$ cat src/rtl/edf_sched_pkg.sv
// Shared types and helpers for the EDF receive scheduler.
// Deadlines are compared modulo 2^TIME_W, so every comparison goes through dl_before().
package edf_sched_pkg;

    typedef enum logic [1:0] {
        ST_ARB   = 2'd0,
        ST_XFER  = 2'd1,
        ST_DRAIN = 2'd2
    } state_e;

    localparam int CLS_HI = 13;
    localparam int CLS_LO = 12;
    localparam int DESC_W = 16;
    localparam int PORT_W = 3;

    // a is earlier than b when (a - b), read as a signed w-bit value, is negative.
    // The difference is shifted up so that bit w-1 lands in bit 31.
    function automatic logic dl_before(input logic [31:0] a, input logic [31:0] b, input int w);
        logic [31:0] d;
        d = (a - b) << (32 - w);
        return d[31];
    endfunction

endpackage

$ cat src/rtl/edf_min_sel.sv
// Combinational earliest-deadline selector built as a binary tree.
// The left child wins unless the right one is strictly earlier, so the lowest index wins ties.
module edf_min_sel
    import edf_sched_pkg::*;
#(
    parameter int NPORT  = 4,
    parameter int TIME_W = 16
) (
    input  logic [NPORT-1:0]             vld_i,
    input  logic [NPORT-1:0][TIME_W-1:0] dl_i,
    output logic [PORT_W-1:0]            idx_o,
    output logic                         vld_o
);

    localparam int LVL = (NPORT > 1) ? $clog2(NPORT) : 1;
    localparam int N2  = 1 << LVL;

    // Heap layout: node 1 is the root, leaves occupy N2..2*N2-1.
    logic              nv [1:2*N2-1];
    logic [TIME_W-1:0] nd [1:2*N2-1];
    logic [PORT_W-1:0] ni [1:2*N2-1];

    genvar i;
    for (i = 0; i < N2; i++) begin : g_leaf
        if (i < NPORT) begin : g_real
            assign nv[N2+i] = vld_i[i];
            assign nd[N2+i] = dl_i[i];
            assign ni[N2+i] = PORT_W'(i);
        end else begin : g_pad
            assign nv[N2+i] = 1'b0;
            assign nd[N2+i] = '0;
            assign ni[N2+i] = '0;
        end
    end

    for (i = 1; i < N2; i++) begin : g_node
        logic take_r;
        assign take_r = nv[2*i+1] &&
                        (!nv[2*i] || dl_before(32'(nd[2*i+1]), 32'(nd[2*i]), TIME_W));
        assign nv[i] = nv[2*i] | nv[2*i+1];
        assign nd[i] = take_r ? nd[2*i+1] : nd[2*i];
        assign ni[i] = take_r ? ni[2*i+1] : ni[2*i];
    end

    assign idx_o = ni[1];
    assign vld_o = nv[1];

endmodule

$ cat src/rtl/edf_rx_sched.sv
// Earliest-deadline-first drain of NPORT MAC receive FIFO pairs into one byte stream.
// Each port keeps one prefetched descriptor stamped with an absolute deadline.
module edf_rx_sched
    import edf_sched_pkg::*;
#(
    parameter int NPORT  = 4,
    parameter int LEN_W  = 12,
    parameter int TIME_W = 16,
    parameter int SLACK0 = 64,
    parameter int SLACK1 = 250,
    parameter int SLACK2 = 1000,
    parameter int SLACK3 = 4000
) (
    input  logic                  clk,
    input  logic                  rstn,
    input  logic [NPORT-1:0]      ptr_fifo_empty,
    output logic [NPORT-1:0]      ptr_fifo_rd,
    input  logic [16*NPORT-1:0]   ptr_fifo_dout,
    output logic [NPORT-1:0]      data_fifo_rd,
    input  logic [8*NPORT-1:0]    data_fifo_dout,
    input  logic [LEN_W:0]        out_free,
    output logic                  out_valid,
    output logic [7:0]            out_data,
    output logic                  out_sop,
    output logic                  out_eop,
    output logic [2:0]            out_port,
    output logic                  busy,
    output logic [15:0]           miss_cnt
);

    state_e                        state_q, state_d;
    logic [TIME_W-1:0]             now_q;
    logic [NPORT-1:0]              head_v_q, pend_q;
    logic [NPORT-1:0][LEN_W-1:0]   len_q;
    logic [NPORT-1:0][TIME_W-1:0]  dl_q;
    logic [PORT_W-1:0]             g_q;
    logic [LEN_W-1:0]              cnt_q;
    logic                          first_q, vld_q, sop_q, eop_q;
    logic [15:0]                   miss_q;

    logic [PORT_W-1:0]             win_idx;
    logic                          win_v;
    logic [LEN_W-1:0]              win_len;
    logic [TIME_W-1:0]             win_dl;
    logic                          arb_drop, grant, win_late;
    logic                          unused_desc;

    function automatic logic [TIME_W-1:0] slack_of(input logic [1:0] cls);
        case (cls)
            2'd0:    return TIME_W'(SLACK0);
            2'd1:    return TIME_W'(SLACK1);
            2'd2:    return TIME_W'(SLACK2);
            default: return TIME_W'(SLACK3);
        endcase
    endfunction

    edf_min_sel #(.NPORT(NPORT), .TIME_W(TIME_W)) u_min_sel (
        .vld_i (head_v_q),
        .dl_i  (dl_q),
        .idx_o (win_idx),
        .vld_o (win_v)
    );

    always_comb begin
        win_len = '0;
        win_dl  = '0;
        for (int p = 0; p < NPORT; p++) begin
            if (win_idx == PORT_W'(p)) begin
                win_len = len_q[p];
                win_dl  = dl_q[p];
            end
        end
    end

    // A stalled winner blocks arbitration: no other port is tried in its place.
    assign arb_drop = (state_q == ST_ARB) && win_v && (win_len == '0);
    assign grant    = (state_q == ST_ARB) && win_v && (win_len != '0) &&
                      (out_free >= {1'b0, win_len});
    assign win_late = dl_before(32'(win_dl), 32'(now_q), TIME_W);

    // One pop in flight per port: pend_q blocks a second pop until the head is captured.
    assign ptr_fifo_rd = rstn ? (~head_v_q & ~pend_q & ~ptr_fifo_empty) : '0;
    assign unused_desc = ^ptr_fifo_dout;

    always_ff @(posedge clk) begin
        if (!rstn) begin
            now_q    <= '0;
            head_v_q <= '0;
            pend_q   <= '0;
            len_q    <= '0;
            dl_q     <= '0;
            g_q      <= '0;
            cnt_q    <= '0;
            first_q  <= 1'b0;
            vld_q    <= 1'b0;
            sop_q    <= 1'b0;
            eop_q    <= 1'b0;
            miss_q   <= '0;
        end else begin
            now_q  <= now_q + TIME_W'(1);
            pend_q <= ptr_fifo_rd;
            for (int p = 0; p < NPORT; p++) begin
                if (pend_q[p]) begin
                    len_q[p]    <= ptr_fifo_dout[DESC_W*p +: LEN_W];
                    dl_q[p]     <= now_q + slack_of(ptr_fifo_dout[DESC_W*p+CLS_LO +: 2]);
                    head_v_q[p] <= 1'b1;
                end else if ((arb_drop || grant) && win_idx == PORT_W'(p)) begin
                    head_v_q[p] <= 1'b0;
                end
            end
            if (grant) begin
                g_q     <= win_idx;
                cnt_q   <= win_len;
                first_q <= 1'b1;
                if (win_late && miss_q != 16'hFFFF)
                    miss_q <= miss_q + 16'd1;
            end else if (state_q == ST_XFER) begin
                cnt_q   <= cnt_q - LEN_W'(1);
                first_q <= 1'b0;
            end
            vld_q <= (state_q == ST_XFER);
            sop_q <= (state_q == ST_XFER) && first_q;
            eop_q <= (state_q == ST_XFER) && (cnt_q == LEN_W'(1));
        end
    end

    always_ff @(posedge clk) begin
        if (!rstn) state_q <= ST_ARB;
        else       state_q <= state_d;
    end

    always_comb begin
        state_d = state_q;
        case (state_q)
            ST_ARB:   if (grant) state_d = ST_XFER;
            ST_XFER:  if (cnt_q == LEN_W'(1)) state_d = ST_DRAIN;
            ST_DRAIN: state_d = ST_ARB;
            default:  state_d = ST_ARB;
        endcase
    end

    always_comb begin
        data_fifo_rd = '0;
        for (int p = 0; p < NPORT; p++)
            data_fifo_rd[p] = (state_q == ST_XFER) && (g_q == PORT_W'(p));
        busy = (state_q != ST_ARB);
    end

    always_comb begin
        out_data = '0;
        for (int p = 0; p < NPORT; p++)
            if (g_q == PORT_W'(p)) out_data = data_fifo_dout[8*p +: 8];
    end

    assign out_valid = vld_q;
    assign out_sop   = sop_q;
    assign out_eop   = eop_q;
    assign out_port  = g_q;
    assign miss_cnt  = miss_q;

endmodule

$ cat config.mk
export PLATFORM = sky130hd
export DESIGN_NAME = edf_rx_sched
export DESIGN_NICKNAME = d
export VERILOG_FILES = /design/src/rtl/edf_sched_pkg.sv /design/src/rtl/edf_min_sel.sv /design/src/rtl/edf_rx_sched.sv
export SDC_FILE = /design/constraint.sdc
export NUM_CORES = 1
export LEC_CHECK = 0
export BUFFER_PORTS_ARGS = -buffer_cell sky130_fd_sc_hd__buf_2
export CORE_ASPECT_RATIO = 1.2
export CORE_MARGIN = 1
export CORE_UTILIZATION = 50
export CTS_CLUSTER_SIZE = 8
export DETAILED_ROUTE_END_ITERATION = 12
export GPL_ROUTABILITY_DRIVEN = 0
export GPL_TIMING_DRIVEN = 1
export PLACE_DENSITY = 0.81
export SYNTH_ARGS = -nofsm -noshare
export SYNTH_HDL_FRONTEND = slang
export SYNTH_SLANG_ARGS = --single-unit
$ cat constraint.sdc
create_clock -name clk -period 8.39 [get_ports clk]
set_input_delay 2.517 -clock clk [delete_from_list [all_inputs] [get_ports clk]]
set_output_delay 2.517 -clock clk [all_outputs]
set_load 0.05 [all_outputs]
* After elaboration in Yosys (flattened, before gate mapping) *
Cells that the tools add are included.

storage, ports and cells
  register bits after elaboration = 173
  word-level logic and storage cells = 148
  bits of input ports = 115
  output and inout port bits = 39

cells by class
  bitwise gates (word level) = 8
  add/sub/neg operators = 11
  $lt $le $gt $ge = 1
  multiplexer cells = 45
  reduce and logical (&&, ||, !) cells = 42
  equal/unequal tests = 19

operator list
  cell                                                                   number
  16-bit 2-to-1 mux                                                      14
  12-bit case mux with 3 select lines                                    4
  12-bit 2-to-1 mux                                                      6
  16-bit adder                                                           4
  16-bit subtractor                                                      4
  16-bit by 1-bit adder with 16-bit output (second input constant)       2
  8-bit 2-to-1 mux                                                       4
  1-bit logical AND                                                      18
  16-bit != test (second input constant)                                 1
  13-bit by 12-bit greater-or-equal comparator with 1-bit output         1
  12-bit by 1-bit == test with 1-bit output (second input constant)      1
  3-bit by 2-bit == test with 1-bit output (second input constant)       4
  12-bit zero test                                                       1
  1-bit 2-to-1 mux                                                       12
  4-bit inverter                                                         3
  12-bit nonzero test                                                    1
  2-bit nonzero test                                                     6
  12-bit by 1-bit subtractor with 12-bit output (second input constant)  1
  2-bit by 1-bit == test with 1-bit output (second input constant)       5
  2-bit zero test                                                        5
  4-bit AND                                                              2
  2-bit == test (second input constant)                                  4
  3-bit by 1-bit == test with 1-bit output (second input constant)       2
  3-bit zero test                                                        2
  other kinds (8)                                                        19

* Depth between registers and ports, before layout *
Gate-level depths: netlist (run 1).

  word-level depth = 20
  mapped depth = 42
  depth with buffers taken out = 37

* Hierarchy *
From an unflattened synthesis (run 1), not the netlist that was laid out.

second synthesis, totals
  cell total of the unflattened synthesis = 1413
  area total of the unflattened synthesis = 12719.7 um^2

by module, submodules not included
  module        area an instance (um^2)  seq. area each (um^2)  cells each  instances
  edf_rx_sched  11060.6                  3463.3                 1201        1
  edf_min_sel   1659.1                   0.0                    212         1

* Worst setup path after synthesis (run 1) *
No wires, ideal clock.

  path type = register -> register
  start point = register dl_q[13] (netlist bit)
  end point = register cnt_q[10]
  clock period less this slack = 7668 ps
  required time = 8325 ps
  arrival = 7603 ps
  path buffers = 4
  library setup time = 65 ps
  slack = 722 ps
  cell stages (with the launch flop) = 39
  cell sequence = dfxtp_1 -> inv_1 -> ha_1 -> nand4_1 -> nor2_1 -> nand3_1 -> or3_4 -> nand3_1 -> clkbuf_1 -> clkbuf_1 -> mux2i_1 -> ha_1 -> a21o_1 -> a21o_1 -> a21oi_1 -> o21ai_0 -> a31oi_1 -> nand2_1 -> (+3 left out) -> a21oi_1 -> a221oi_2 -> ha_1 -> nor2b_1 -> o21a_1 -> o21a_1 -> o21a_1 -> o21a_1 -> o21a_1 -> o21a_1 -> o21a_1 -> o21a_1 -> o211ai_1 -> a21boi_0 -> o31ai_4 -> buf_2 -> mux2_2 -> nor2_1

between the ends
  word-level cells in the longest chain between the ends = 17
  elaborated cells on any way between the ends = 23
  those cells by class = add/sub (2); order compare (1); eq/ne (3); mux (8); reduce/logical (9)

RTL lines
  item                                                                                                    line                 text
  from (decl)                                                                                             edf_rx_sched.sv:35   logic [NPORT-1:0][TIME_W-1:0] dl_q;
  from (signal, indexed assignment)                                                                       edf_rx_sched.sv:105  dl_q[p] <= now_q + slack_of(ptr_fifo_dout[DESC_W*p+CLS_LO +: 2]);
  16-bit subtractor                                                                                       edf_sched_pkg.sv:20  d = (a - b) << (32 - w);
  1-bit logical OR                                                                                        edf_min_sel.sv:39    (!nv[2*i] || dl_before(32'(nd[2*i+1]), 32'(nd[2*i]), TIME_W));
  1-bit logical AND                                                                                       edf_min_sel.sv:38    assign take_r = nv[2*i+1] &&
  16-bit 2-to-1 mux                                                                                       edf_min_sel.sv:41    assign nd[i] = take_r ? nd[2*i+1] : nd[2*i];
  16-bit subtractor                                                                                       edf_sched_pkg.sv:20
  1-bit logical OR                                                                                        edf_min_sel.sv:39
  1-bit logical AND                                                                                       edf_min_sel.sv:38
  2-bit 2-to-1 mux (*)                                                                                    edf_min_sel.sv:42    assign ni[i] = take_r ? ni[2*i+1] : ni[2*i];
  3-bit zero test                                                                                         edf_rx_sched.sv:68   if (win_idx == PORT_W'(p)) begin
  12-bit 2-to-1 mux (3 in a row)                                                                          edf_rx_sched.sv:68
  12-bit 2-to-1 mux (*)                                                                                   edf_rx_sched.sv:68
  branches (longest 4 deep; another with 13-bit by 12-bit greater-or-equal comparator with 1-bit output)  --
  to (signal assigned)                                                                                    edf_rx_sched.sv:113  cnt_q <= win_len;
  to (signal assigned)                                                                                    edf_rx_sched.sv:118  cnt_q <= cnt_q - LEN_W'(1);
  to (decl)                                                                                               edf_rx_sched.sv:37   logic [LEN_W-1:0] cnt_q;

Every way passes the cells marked *.
A chain may end at the register's enable or synchronous reset.

* Final worst setup path (run 1) *
  start point = register dl_q[13] (netlist bit)
  end point = register head_v_q[3]

between the ends
  word-level cells in the longest chain between the ends = 19
  elaborated cells on any way between the ends = 26
  those cells by class = add/sub (2); order compare (1); eq/ne (3); mux (7); reduce/logical (13)

RTL lines
  item                                                                                                    line                 text
  16-bit subtractor                                                                                       edf_sched_pkg.sv:20
  1-bit logical OR                                                                                        edf_min_sel.sv:39
  1-bit logical AND                                                                                       edf_min_sel.sv:38
  16-bit 2-to-1 mux                                                                                       edf_min_sel.sv:41
  16-bit subtractor                                                                                       edf_sched_pkg.sv:20
  1-bit logical OR                                                                                        edf_min_sel.sv:39
  1-bit logical AND                                                                                       edf_min_sel.sv:38
  2-bit 2-to-1 mux (*)                                                                                    edf_min_sel.sv:42
  branches (longest 9 deep; another with 13-bit by 12-bit greater-or-equal comparator with 1-bit output)  --
  1-bit logical AND (*)                                                                                   edf_rx_sched.sv:107  end else if ((arb_drop || grant) && win_idx == PORT_W'(p)) begin
  2-bit nonzero test (no line) (*)                                                                        --
  to (signal assigned)                                                                                    edf_rx_sched.sv:88   head_v_q <= '0;
  to (signal, indexed assignment)                                                                         edf_rx_sched.sv:106  head_v_q[p] <= 1'b1;
  to (signal, indexed assignment)                                                                         edf_rx_sched.sv:108  head_v_q[p] <= 1'b0;
  to (decl)                                                                                               edf_rx_sched.sv:33   logic [NPORT-1:0] head_v_q, pend_q;

Marks and branches as above.

==> results of run 1 <==
metrics by stage:
stage          util [%]  std cells
3_3_place_gp       55.1       1796
3_5_place_dp       55.1       1796
6_report           57.6       1829
5_1_grt            57.6       1829
2_1_floorplan         -       1394
4_1_cts            57.5       1828
where the power goes:
group	leakage (nW)	internal [mW]	switching, mW
registers	1.40	0.883	0.0892
logic	4.03	0.381	0.584
clock network	0.273	0.423	0.357
total	5.70	1.69	1.03
state kept, by name, summed over array words and instances (netlist names):
signal / count
dl_q: 64
len_q: 48
miss_cnt: 16
now_q: 16
cnt_q: 12
head_v_q: 4
pend_q: 4
out_port: 2
state_q: 2
first_q: 1
out_eop: 1
out_sop: 1
out_valid: 1
metal layers:
layer,wire length [µm],vias up,GRT usage [%]
met5,0,-,0
met4,1060,0,12.2
met3,1490,79,4.19
met2,15300,307,47.1
met1,12600,4912,27.4
li1,-,5178,-
kinds of logic (layout without fill, tap and decap cells):
logic type	Yosys count	in the layout	share of synthesized area, %
XOR/XNOR	67	67	5.11
other	1	1	0.0318
flip-flops	172	172	29.2
multiplexers	128	128	11.8
adder cells (fa/ha/maj)	132	132	14.0
AND/OR/NAND/NOR	419	420	17.0
AO/OA/AOI/OAI	300	300	16.9
buffers and inverters	175	294	5.91
synth_stat cells (9+ instances only):
| cell type | n |
|---|---|
| o21ai_0 | 41 |
| clkbuf_1 | 45 |
| o31ai_1 | 12 |
| nor2b_1 | 13 |
| ha_1 | 132 |
| nand2_1 | 68 |
| nor2_1 | 178 |
| o21bai_1 | 25 |
| or4_1 | 11 |
| nand3_1 | 34 |
| nand4_1 | 16 |
| a22oi_1 | 12 |
| o21a_1 | 13 |
| a21oi_1 | 101 |
| buf_1 | 18 |
| o22ai_1 | 10 |
| nor4_1 | 16 |
| a21o_1 | 9 |
| nor3_1 | 20 |
| mux2i_1 | 110 |
| mux2_2 | 9 |
| or3_1 | 16 |
| nand2b_1 | 9 |
| and3_1 | 12 |
| xnor2_1 | 58 |
| dfxtp_1 | 172 |
| a211oi_1 | 11 |
| inv_1 | 101 |
how the worst max path moves through the flow:
stage                               to  slack (ps)
final                      head_v_q[3]         410
after global routing       miss_cnt[3]          50
after CTS                  miss_cnt[8]         330
after detailed placement   miss_cnt[8]         370
after global placement    miss_cnt[10]         560
after floorplan              cnt_q[10]         720
worst max-delay path: cells and delay by family, from the launching register on:
family | cells | cell delay (ps)
simple gates | 9 | 1540
flops | 1 | 350
fa+ha+maj | 3 | 940
compound gates | 17 | 4220
buf+inv | 2 | 320
mux | 1 | 360
xor+xnor | 1 | 140
timing repair:
| action | CTS | global route |
|---|---|---|
| buffers inserted | 0 | 0 |
| hold buffers | 0 | 0 |
| gates resized for setup | 0 | 4 |
| setup endpoints to repair | 0 | 24 |
final cells by class:
cell class,count,area share [%]
clock buffer,18,3.29
inverter,102,2.89
multi-input combinational,1048,57.6
sequential,172,25.9
tap,315,2.96
timing repair buffer,160,6.40
clock inverter,14,1.02
==> results by group, run 1 <==
Outcome
  – Outcome: finished, final reports clean

Pwr
  – Max VDD drop: 0.147 mV
  – Pleak: 5.70 nW
  – Total Power: 2.72 mW
  – PwrDens: 204 nW/µm²

Route
  – Vias: 10.5k
  – DRT Wirelength: 30,500 µm
  – DRT Pass-1 Iters: 5
  – DRC: 0
  – Avg WL per Cell: 16.7 µm
  – DRT antenna net count: 0
  – Mean number of vias per cell: 5.73
  – DRC violation total after the first TritonRoute iteration: 551

Critical path
  – Critical Path Source: dl_q[13]
  – Crit-path most repeated cell: o21a_1
  – Crit path max fanout: 14
  – CP arrival: 8360 ps
  – Req. time, crit path: 8770 ps
  – Crit-path max cell delay: 640 ps
  – Endpoint class of the critical path: flop
  – R2r setup slk: 410 ps
  – Critical-path top delay cell: o21ai_0
  – Worst R2R Start: dl_q[13]
  – R2R cell count: 33
  – FF-to-FF End: head_v_q[3]
  – Worst setup SP type: flop
  – Crit Path Class: flop to flop

Synth
  – Post-synthesis sequential area ratio: 29.2%
  – Area leader, netlist: dfxtp_1
  – Syn_nets: 1,641
  – Unique masters post-synth: 78
  – Largest cells by area after synthesis: dfxtp_1 (29%), ha_1 (14%), mux2i_1 (9.3%)
  – Syn avg cell area: 8.46 µm²
  – Post-synth EDFFs: 0
  – Top cell type's share of synthesized area: 29.2%
  – Post-synth ARST share: 0%
  – Synth warn: 0
  – Top_reg_cell synth: dfxtp_1
  – Post-synthesis cell area: 11,800 µm²
  – FF+latch count, synth: 172
  – Cells after Synth: 1,394

Floorplanning
  – Die area: 24,200 µm²
  – Height of the die: 170 µm
  – # IOs: 154
  – Die X: 142 µm
  – Initial Utilization: 51.0%
  – Core ar.: 23,100 µm²
  – Row Count: 61

Final layout
  – Most common cell after layout, fill and taps aside: nor2_1
  – FF/Latch Area: 3450 µm²
  – Nets@finish: 1,748
  – Area grow syn2layout: 13.1%
  – Fillers: 2,050
  – Most frequent cells in the layout: nor2_1 (178), dfxtp_1 (169), buf_2 (144)
  – Multi-input logic area: 7670 µm²
  – Share of cells above drive strength 1: 16.2%
  – Antenna diodes: 0
  – Final instance area: 13,300 µm²

STA
  – Worst Tran Pin Value: 1080 ps
  – Final hold slack: 451 ps
  – Setup_tns: 0 ps
  – Slew margin rel.: 28.0%
  – Final Hold Fails: 0
  – Slew Viols, Final: 0
  – Post-Route Skew: 16.2 ps
  – Unrepaired setup endpoints after global routing: false
  – F_max: 125 MHz
  – Tmin final: 7980 ps
  – Final worst slack: 408 ps
  – Final Cycle Share: 95.1%
  – Final setup fails: 0

Clocking
  – Worst skew pair latency: 440 ps
  – CTS max path bufs: 2
  – TritonCTS Sinks: 172
  – CTS H-Tree Depth: 4
  – CTS tree: done
  – Number of CTS-inserted buffers: 17
  – Clk root buf: clkbuf_16
  – CTS clk-pin slew, worst paths: 70 ps

Run
  – Max Cap Violations: 0

Global routing
  – Antenna violations before repair: 0
  – Vias in the first global route: 10.3k
  – First-pass GRT wire length: 48,500 µm
  – Total GRT Usage: 25.3%
  – Largest net degree at the start of global routing: 65
  – Total gr overflow: 0

Placed design
  – Port Buffers: 144
  – DP Worst Slack: 372 ps
  – Post-DP HPWL: 23,000 µm
  – Placed instance area: 12,700 µm²

Hold path
  – Min-Delay Startpoint: first_q
  – Hold Path Depth: 2
  – Hold Path End: first_q
  – Worst min path class: flop to flop
No activity file was read; power rests on OpenSTA's default activity.
==> run 2, diff against run 1 <==
--- a/config.mk
+++ b/config.mk
@@ -8,12 +8,13 @@
 export BUFFER_PORTS_ARGS = -buffer_cell sky130_fd_sc_hd__buf_2
 export CORE_ASPECT_RATIO = 1.2
 export CORE_MARGIN = 1
-export CORE_UTILIZATION = 50
+export CORE_UTILIZATION = 55
 export CTS_CLUSTER_SIZE = 8
 export DETAILED_ROUTE_END_ITERATION = 12
 export GPL_ROUTABILITY_DRIVEN = 0
 export GPL_TIMING_DRIVEN = 1
-export PLACE_DENSITY = 0.81
+export PLACE_DENSITY = 0.87
+export SETUP_SLACK_MARGIN = 0.15
 export SYNTH_ARGS = -nofsm -noshare
 export SYNTH_HDL_FRONTEND = slang
 export SYNTH_SLANG_ARGS = --single-unit
==> run 2 against run 1 <==
Highest routed layer unchanged; final cell count down 2.4%; largest power group is now combinational cells; fmax grew 0.36%; routed wire length grew 1.5%.
==> results by group, run 2 (synthesis results as in run 1) <==
Critical path
  – Req. time, crit path: 8720 ps (-50 ps)
  – Crit path max fanout: 32 (+18)
  – Crit-path max cell delay: 470 ps (-170 ps)
  – Crit Path Class: flop to flop
  – Worst R2R Start: dl_q[13]
  – Critical-path top delay cell: o31ai_1
  – Crit-path most repeated cell: o21a_1
  – CP top delay family: compound AO/OA/AOI/OAI gates
  – Critical Path Source: dl_q[13]
  – CP arrival: 8280 ps (-80 ps)
  – Endpoint class of the critical path: flop
  – Critical path buffers and inverters: 4 (+2)
  – Worst setup SP type: flop

Pwr
  – Switching Fraction: 39.2% (+1.3 points)
  – PwrDens: 207 nW/µm² (+1.5%)
  – Clock power frac: 28.6% (about the same)
  – Sequential power share: 35.3% (-0.5 points)
  – Logic pwr share: 36.1% (+0.6 points)
  – Switching power: 1.08 mW (+4.8%)
  – Max VDD drop: 0.157 mV (+6.5%)
  – Pleak: 5.72 nW (+0.39%)
  – Total Power: 2.76 mW (+1.4%)
  – Pint: 1.68 mW (-0.64%)

Placed design
  – Placed instance area: 12,700 µm² (-0.48%)
  – Port Buffers: 144 (unchanged)
  – Post-DP HPWL: 23,000 µm (about the same)

Global routing
  – Total GRT Usage: 28.0% (+2.7 points)
  – First-pass GRT wire length: 48,900 µm (+0.91%)
  – Largest net degree at the start of global routing: 97 (+49%)
  – Antenna violations before repair: 0 (unchanged)
  – Vias in the first global route: 10.4k (+0.95%)
  – Total gr overflow: 0 (unchanged)

Final layout
  – Area grow syn2layout: 13.1% (about the same)
  – Largest Register: dl_q
  – Antenna diodes: 0 (unchanged)
  – Fin util: 63.5% (+5.9 points)
  – Largest regs: dl_q: 64 flops, len_q: 48 flops
  – Fillers: 1,686 (-18%)
  – Final instance area: 13,300 µm² (about the same)
  – Most frequent cells in the layout: nor2_1 (178), dfxtp_1 (169), buf_2 (144)
  – Nets@finish: 1,750 (+0.11%)
  – Most common cell after layout, fill and taps aside: nor2_1
  – Share of cells above drive strength 1: 16.6% (+0.31 points)
  – Max reg flops: 64 (unchanged)

Floorplanning
  – Die area: 22,000 µm² (-9.0%)
  – Core ar.: 21,000 µm² (-9.3%)
  – Die X: 136 µm (-4.6%)
  – Initial Utilization: 56.2% (+5.2 points)
  – Height of the die: 162 µm (-4.6%)
  – # IOs: 154 (unchanged)
  – Row Count: 58 (-4.9%)

STA
  – Unrepaired setup endpoints after global routing: false
  – Tmin final: 7950 ps (-28.4 ps)
  – Setup_tns: 0 ps (unchanged)
  – Final Hold Fails: 0 (unchanged)
  – Slew margin rel.: 29.4% (+1.4 points)
  – Final setup fails: 0 (unchanged)
  – Post-Route Skew: 11.9 ps (-4.26 ps)
  – Final hold slack: 450 ps (-0.543 ps)
  – Slew Viols, Final: 0 (unchanged)
  – Final Cycle Share: 94.8% (-0.34 points)
  – Worst Tran Pin Value: 1060 ps (-21.7 ps)
  – F_max: 126 MHz (+0.36%)

Clocking
  – Worst skew pair latency: 440 ps (about the same)
  – CTS max path bufs: 2 (unchanged)
  – TritonCTS Sinks: 172 (unchanged)
  – CTS tree: done
  – CTS clk-pin slew, worst paths: 70 ps (about the same)
  – CTS H-Tree Depth: 4 (unchanged)
  – Hold_buf cts: 0 (unchanged)
  – Number of CTS-inserted buffers: 17 (unchanged)
  – Clk root buf: clkbuf_16

Route
  – DRC: 0 (unchanged)
  – Avg WL per Cell: 17.3 µm (+3.9%)
  – Mean number of vias per cell: 6.03 (+5.2%)
  – DRT antenna net count: 0 (unchanged)
  – DRT Pass-1 Iters: 6 (+1)
  – DRT Wirelength: 30,900 µm (+1.5%)
  – DRC violation total after the first TritonRoute iteration: 696 (+26%)
  – Vias: 10.8k (+2.7%)

Outcome
  – Outcome: finished, final reports clean

Run
  – Max Cap Violations: 0 (unchanged)

Hold path
  – Worst min path class: flop to flop
  – Min-Delay Startpoint: first_q
[run 2: metrics by stage]
step	setup slack, ps	cells
floorplan	722	1394
global route	146	1786
detailed placement	340	1752
finish	437	1786
CTS	274	1784
global placement	524	1752
[run 2: power by group through the flow]
stage               Clock, mW  Sequential (mW)  Combinational [mW]
finish                  0.789            0.973               0.995
detailed placement          0            0.989               0.959
global route            0.836            0.982                1.09
floorplan                   0            0.965               0.743
global placement            0            0.985               0.928
CTS                     0.796            0.971               0.967
[run 2: timing repair]
action,CTS,global route
setup buffers,0,2
setup endpoints to repair,0,31
resized for setup,0,10
[run 2: layout make-up]
cell class	instances	area [µm²]	area share, %
clock buffer	17	425	3.19
sequential	172	3450	25.9
inverter	102	385	2.89
multi-input combinational	1047	7690	57.7
tap	270	338	2.54
timing repair buffer	163	871	6.54
clock inverter	15	170	1.28
[run 2: path summary, 6_finish.rpt]
kind / endpoint / slack (ps) / cells past startpoint
worst max-delay path: miss_cnt[9] / 440 / 36
worst min-delay path: first_q / 450 / 2
worst max register to register: miss_cnt[9] / 440 / 36
worst min register to register: first_q / 450 / 2
[run 2: worst min-delay path, cell delays in order (launching register included)]
cell and delay (ps):
dfxtp_1 310, nand2_1 50, a21oi_1 50
[run 2: layer usage]
layer	GRT usage, %	share of wire [%]
met1	30.7	39
met2	50.3	50
met5	0	0
met3	4.64	6.1
met4	15.9	5.3
==> run 3, diff against run 2 <==
--- a/config.mk
+++ b/config.mk
@@ -5,6 +5,7 @@
 export SDC_FILE = /design/constraint.sdc
 export NUM_CORES = 1
 export LEC_CHECK = 0
+export ABC_AREA = 1
 export BUFFER_PORTS_ARGS = -buffer_cell sky130_fd_sc_hd__buf_2
 export CORE_ASPECT_RATIO = 1.2
 export CORE_MARGIN = 1
@@ -13,7 +14,7 @@
 export DETAILED_ROUTE_END_ITERATION = 12
 export GPL_ROUTABILITY_DRIVEN = 0
 export GPL_TIMING_DRIVEN = 1
-export PLACE_DENSITY = 0.87
+export PLACE_DENSITY = 0.86
 export SETUP_SLACK_MARGIN = 0.15
 export SYNTH_ARGS = -nofsm -noshare
 export SYNTH_HDL_FRONTEND = slang
==> run 3 against run 2 <==
Die area rose by 1.6%; flip-flop and latch count stayed put; highest routed layer unchanged; design area up 0.23%; total power rose by 2.1%; utilization decreased by 0.51 points; critical path type unchanged; sequential power barely moved; via count increased by 11%; sequential share of layout area is 0.086 points lower; first-iteration DRC count grew 7.5%; fmax increased by 5.2%.
==> results by group, run 3 <==
Final layout
  – Largest Register: dl_q
  – Most common cell after layout, fill and taps aside: nand2_1
  – Cell Count, Final, Fillers Out: 2,124 (+19%)
  – Largest regs: dl_q: 64 flops, len_q: 48 flops
  – Fin util: 63.0% (-0.51 points)
  – Fillers: 1,915 (+14%)
  – Area grow syn2layout: 11.5%
  – Final instance area: 13,400 µm² (+0.23%)
  – Max reg flops: 64 (unchanged)
  – Most frequent cells in the layout: nand2_1 (260), inv_1 (232), nor2_1 (211)
  – Share of cells above drive strength 1: 12.8% (-3.7 points)
  – Nets@finish: 2,087 (+19%)
  – Multi-input logic area: 7290 µm² (-5.2%)
  – FF/Latch Area: 3440 µm² (-0.11%)

STA
  – Setup_tns: 0 ps (unchanged)
  – Final setup fails: 0 (unchanged)
  – Slew margin rel.: 19.9% (-9.5 points)
  – Unrepaired setup endpoints after global routing: false
  – Tmin final: 7560 ps (-392 ps)
  – Final Cycle Share: 90.1% (-4.7 points)
  – Final Hold Fails: 0 (unchanged)
  – Worst Tran Pin Value: 1200 ps (+141 ps)
  – Post-Route Skew: 10.7 ps (-1.18 ps)
  – F_max: 132 MHz (+5.2%)
  – Slew Viols, Final: 0 (unchanged)
  – Final worst slack: 829 ps (+392 ps)
  – Final hold slack: 446 ps (-3.92 ps)

Synth
  – Post-synth EDFFs: 0 (unchanged)
  – Area leader, netlist: dfxtp_1
  – Cells after Synth: 1,741 (+25%)
  – Top cell type's share of synthesized area: 28.7% (-0.47 points)
  – Top cells by count, synth: nand2_1 (260), inv_1 (233), nor2_1 (211)
  – FF+latch count, synth: 172 (unchanged)
  – Post-synthesis sequential area ratio: 28.7% (-0.47 points)
  – Top-count cell post-synth: nand2_1
  – Unique masters post-synth: 47 (-40%)
  – Post-synthesis cell area: 12,000 µm² (+1.6%)
  – Syn avg cell area: 6.88 µm² (-19%)
  – Top_reg_cell synth: dfxtp_1
  – Syn_nets: 1,988 (+21%)
  – Post-synth ARST share: 0% (unchanged)
  – Synth warn: 0 (unchanged)
  – Largest cells by area after synthesis: dfxtp_1 (29%), ha_1 (14%), nand2_1 (8.1%)

Critical path
  – Crit path max fanout: 43 (+34%)
  – Crit-path most repeated cell: nand2_1
  – CP arrival: 7890 ps (-390 ps)
  – Crit-path max cell delay: 540 ps (+70 ps)
  – Crit Path Class: flop to flop
  – Worst setup SP type: flop
  – R2R cell count: 39 (+8.3%)
  – Worst R2R Start: dl_q[14]
  – FF-to-FF End: miss_cnt[1]
  – Endpoint class of the critical path: flop
  – R2r setup slk: 830 ps (+390 ps)
  – Critical-path top delay cell: o21ai_0
  – Req. time, crit path: 8720 ps (about the same)

Hold path
  – Hold Path End: out_sop
  – Min-Delay Startpoint: first_q
  – Worst min path class: flop to flop
  – Hold Path Depth: 2 (unchanged)

Placed design
  – Post-DP HPWL: 24,200 µm (+5.3%)
  – Placed instance area: 12,800 µm² (+0.66%)
  – Port Buffers: 144 (unchanged)
  – Placed Instances: 2,091 (+19%)
  – DP Worst Slack: 775 ps (+435 ps)

Route
  – DRC: 0 (unchanged)
  – DRT Wirelength: 32,600 µm (+5.5%)
  – Mean number of vias per cell: 5.65 (-6.3%)
  – Avg WL per Cell: 15.3 µm (-11%)
  – DRT Pass-1 Iters: 8 (+2)
  – Vias: 12.0k (+11%)
  – DRT antenna net count: 0 (unchanged)
  – DRC violation total after the first TritonRoute iteration: 748 (+7.5%)

Floorplanning
  – Height of the die: 164 µm (+0.80%)
  – Initial Utilization: 56.5% (+0.33 points)
  – Row Count: 58 (unchanged)
  – # IOs: 154 (unchanged)
  – Core ar.: 21,200 µm² (+1.0%)
  – Die area: 22,400 µm² (+1.6%)
  – Die X: 137 µm (+0.80%)

Run
  – Max Cap Violations: 0 (unchanged)

Pwr
  – Switching Fraction: 41.4% (+2.3 points)
  – Pleak: 6.81 nW (+19%)
  – Logic pwr share: 36.6% (+0.5 points)
  – Clock power frac: 28.7% (about the same)
  – Switching power: 1.17 mW (+8.0%)
  – PwrDens: 211 nW/µm² (+1.8%)
  – Max VDD drop: 0.157 mV (-0.18%)
  – Pint: 1.65 mW (-1.7%)
  – Total Power: 2.81 mW (+2.1%)
  – Sequential power share: 34.6% (-0.7 points)

Clocking
  – CTS clk-pin slew, worst paths: 70 ps (about the same)
  – CTS H-Tree Depth: 4 (unchanged)
  – Hold_buf cts: 0 (unchanged)
  – CTS max path bufs: 2 (unchanged)
  – CTS tree: done
  – Number of CTS-inserted buffers: 17 (unchanged)
  – TritonCTS Sinks: 172 (unchanged)
  – Post-CTS Setup Bufs: 0 (unchanged)
  – Clk root buf: clkbuf_16
  – Worst skew pair latency: 440 ps (about the same)

Global routing
  – Antenna violations before repair: 1 (+1)
  – Largest net degree at the start of global routing: 85 (-12%)
  – First-pass GRT wire length: 52,500 µm (+7.3%)
  – Total GRT Usage: 29.7% (+1.8 points)
  – Total gr overflow: 0 (unchanged)
  – Vias in the first global route: 11.5k (+11%)

Outcome
  – Outcome: finished, final reports clean
## run 3: cell families after synthesis
| kind of cell | share of synthesized area, % |
|---|---|
| buffers and inverters | 10.4 |
| AND/OR/NAND/NOR | 23.6 |
| flip-flops | 28.7 |
| other | 0.0313 |
| XOR/XNOR | 4.83 |
| AO/OA/AOI/OAI | 18.6 |
| adder cells (fa/ha/maj) | 13.8 |
## run 3: power by group through the flow
stage	Clock [mW]	Sequential (mW)	Combinational, mW
6_report	0.808	0.975	1.03
5_1_grt	0.851	0.984	1.15
4_1_cts	0.813	0.972	1.02
3_5_place_dp	0	0.991	1.01
3_3_place_gp	0	0.986	0.978
2_1_floorplan	0	0.991	0.772
## run 3: final cells by class
type / instances / share of cell area, %
diodes: 1 / 0.0187
clock buffers: 17 / 3.19
clock inverters: 15 / 1.28
inverters: 243 / 6.85
multi-input cells: 1255 / 54.6
flip-flops and latches: 172 / 25.8
well taps: 270 / 2.53
repair buffers: 151 / 5.79
## run 3: repair_timing
action | CTS | global route
endpoints found under the hold margin | 0 | 0
endpoints found under the setup margin | 0 | 28
resized for setup | 0 | 3
## run 3: layer usage
layer | GRT usage [%] | wire length [µm]
met1 | 31.8 | 12700
met2 | 54.0 | 16200
met3 | 4.93 | 1950
met4 | 18.2 | 1710
met5 | 0 | 0
## run 3: worst max-delay path: cells and delay by family (launching register included)
family | cells | cell delay, ps
AOI/OAI and AO/OA | 13 | 2810
adders and majority gates | 3 | 930
buffers and inverters | 3 | 640
DFF | 1 | 310
and+or+nand+nor | 20 | 2730
## run 3: how the worst max path moves through the flow
stage | startpoint | to | slack (ps) | cells after the start
2_1_floorplan | rstn | ptr_fifo_rd[0] | 1410 | 4
3_3_place_gp | dl_q[14] | head_v_q[1] | 1030 | 40
3_5_place_dp | dl_q[14] | miss_cnt[1] | 780 | 39
4_1_cts | dl_q[14] | miss_cnt[1] | 720 | 39
5_1_grt | dl_q[46] | miss_cnt[1] | 160 | 40
6_report | dl_q[14] | miss_cnt[1] | 830 | 39
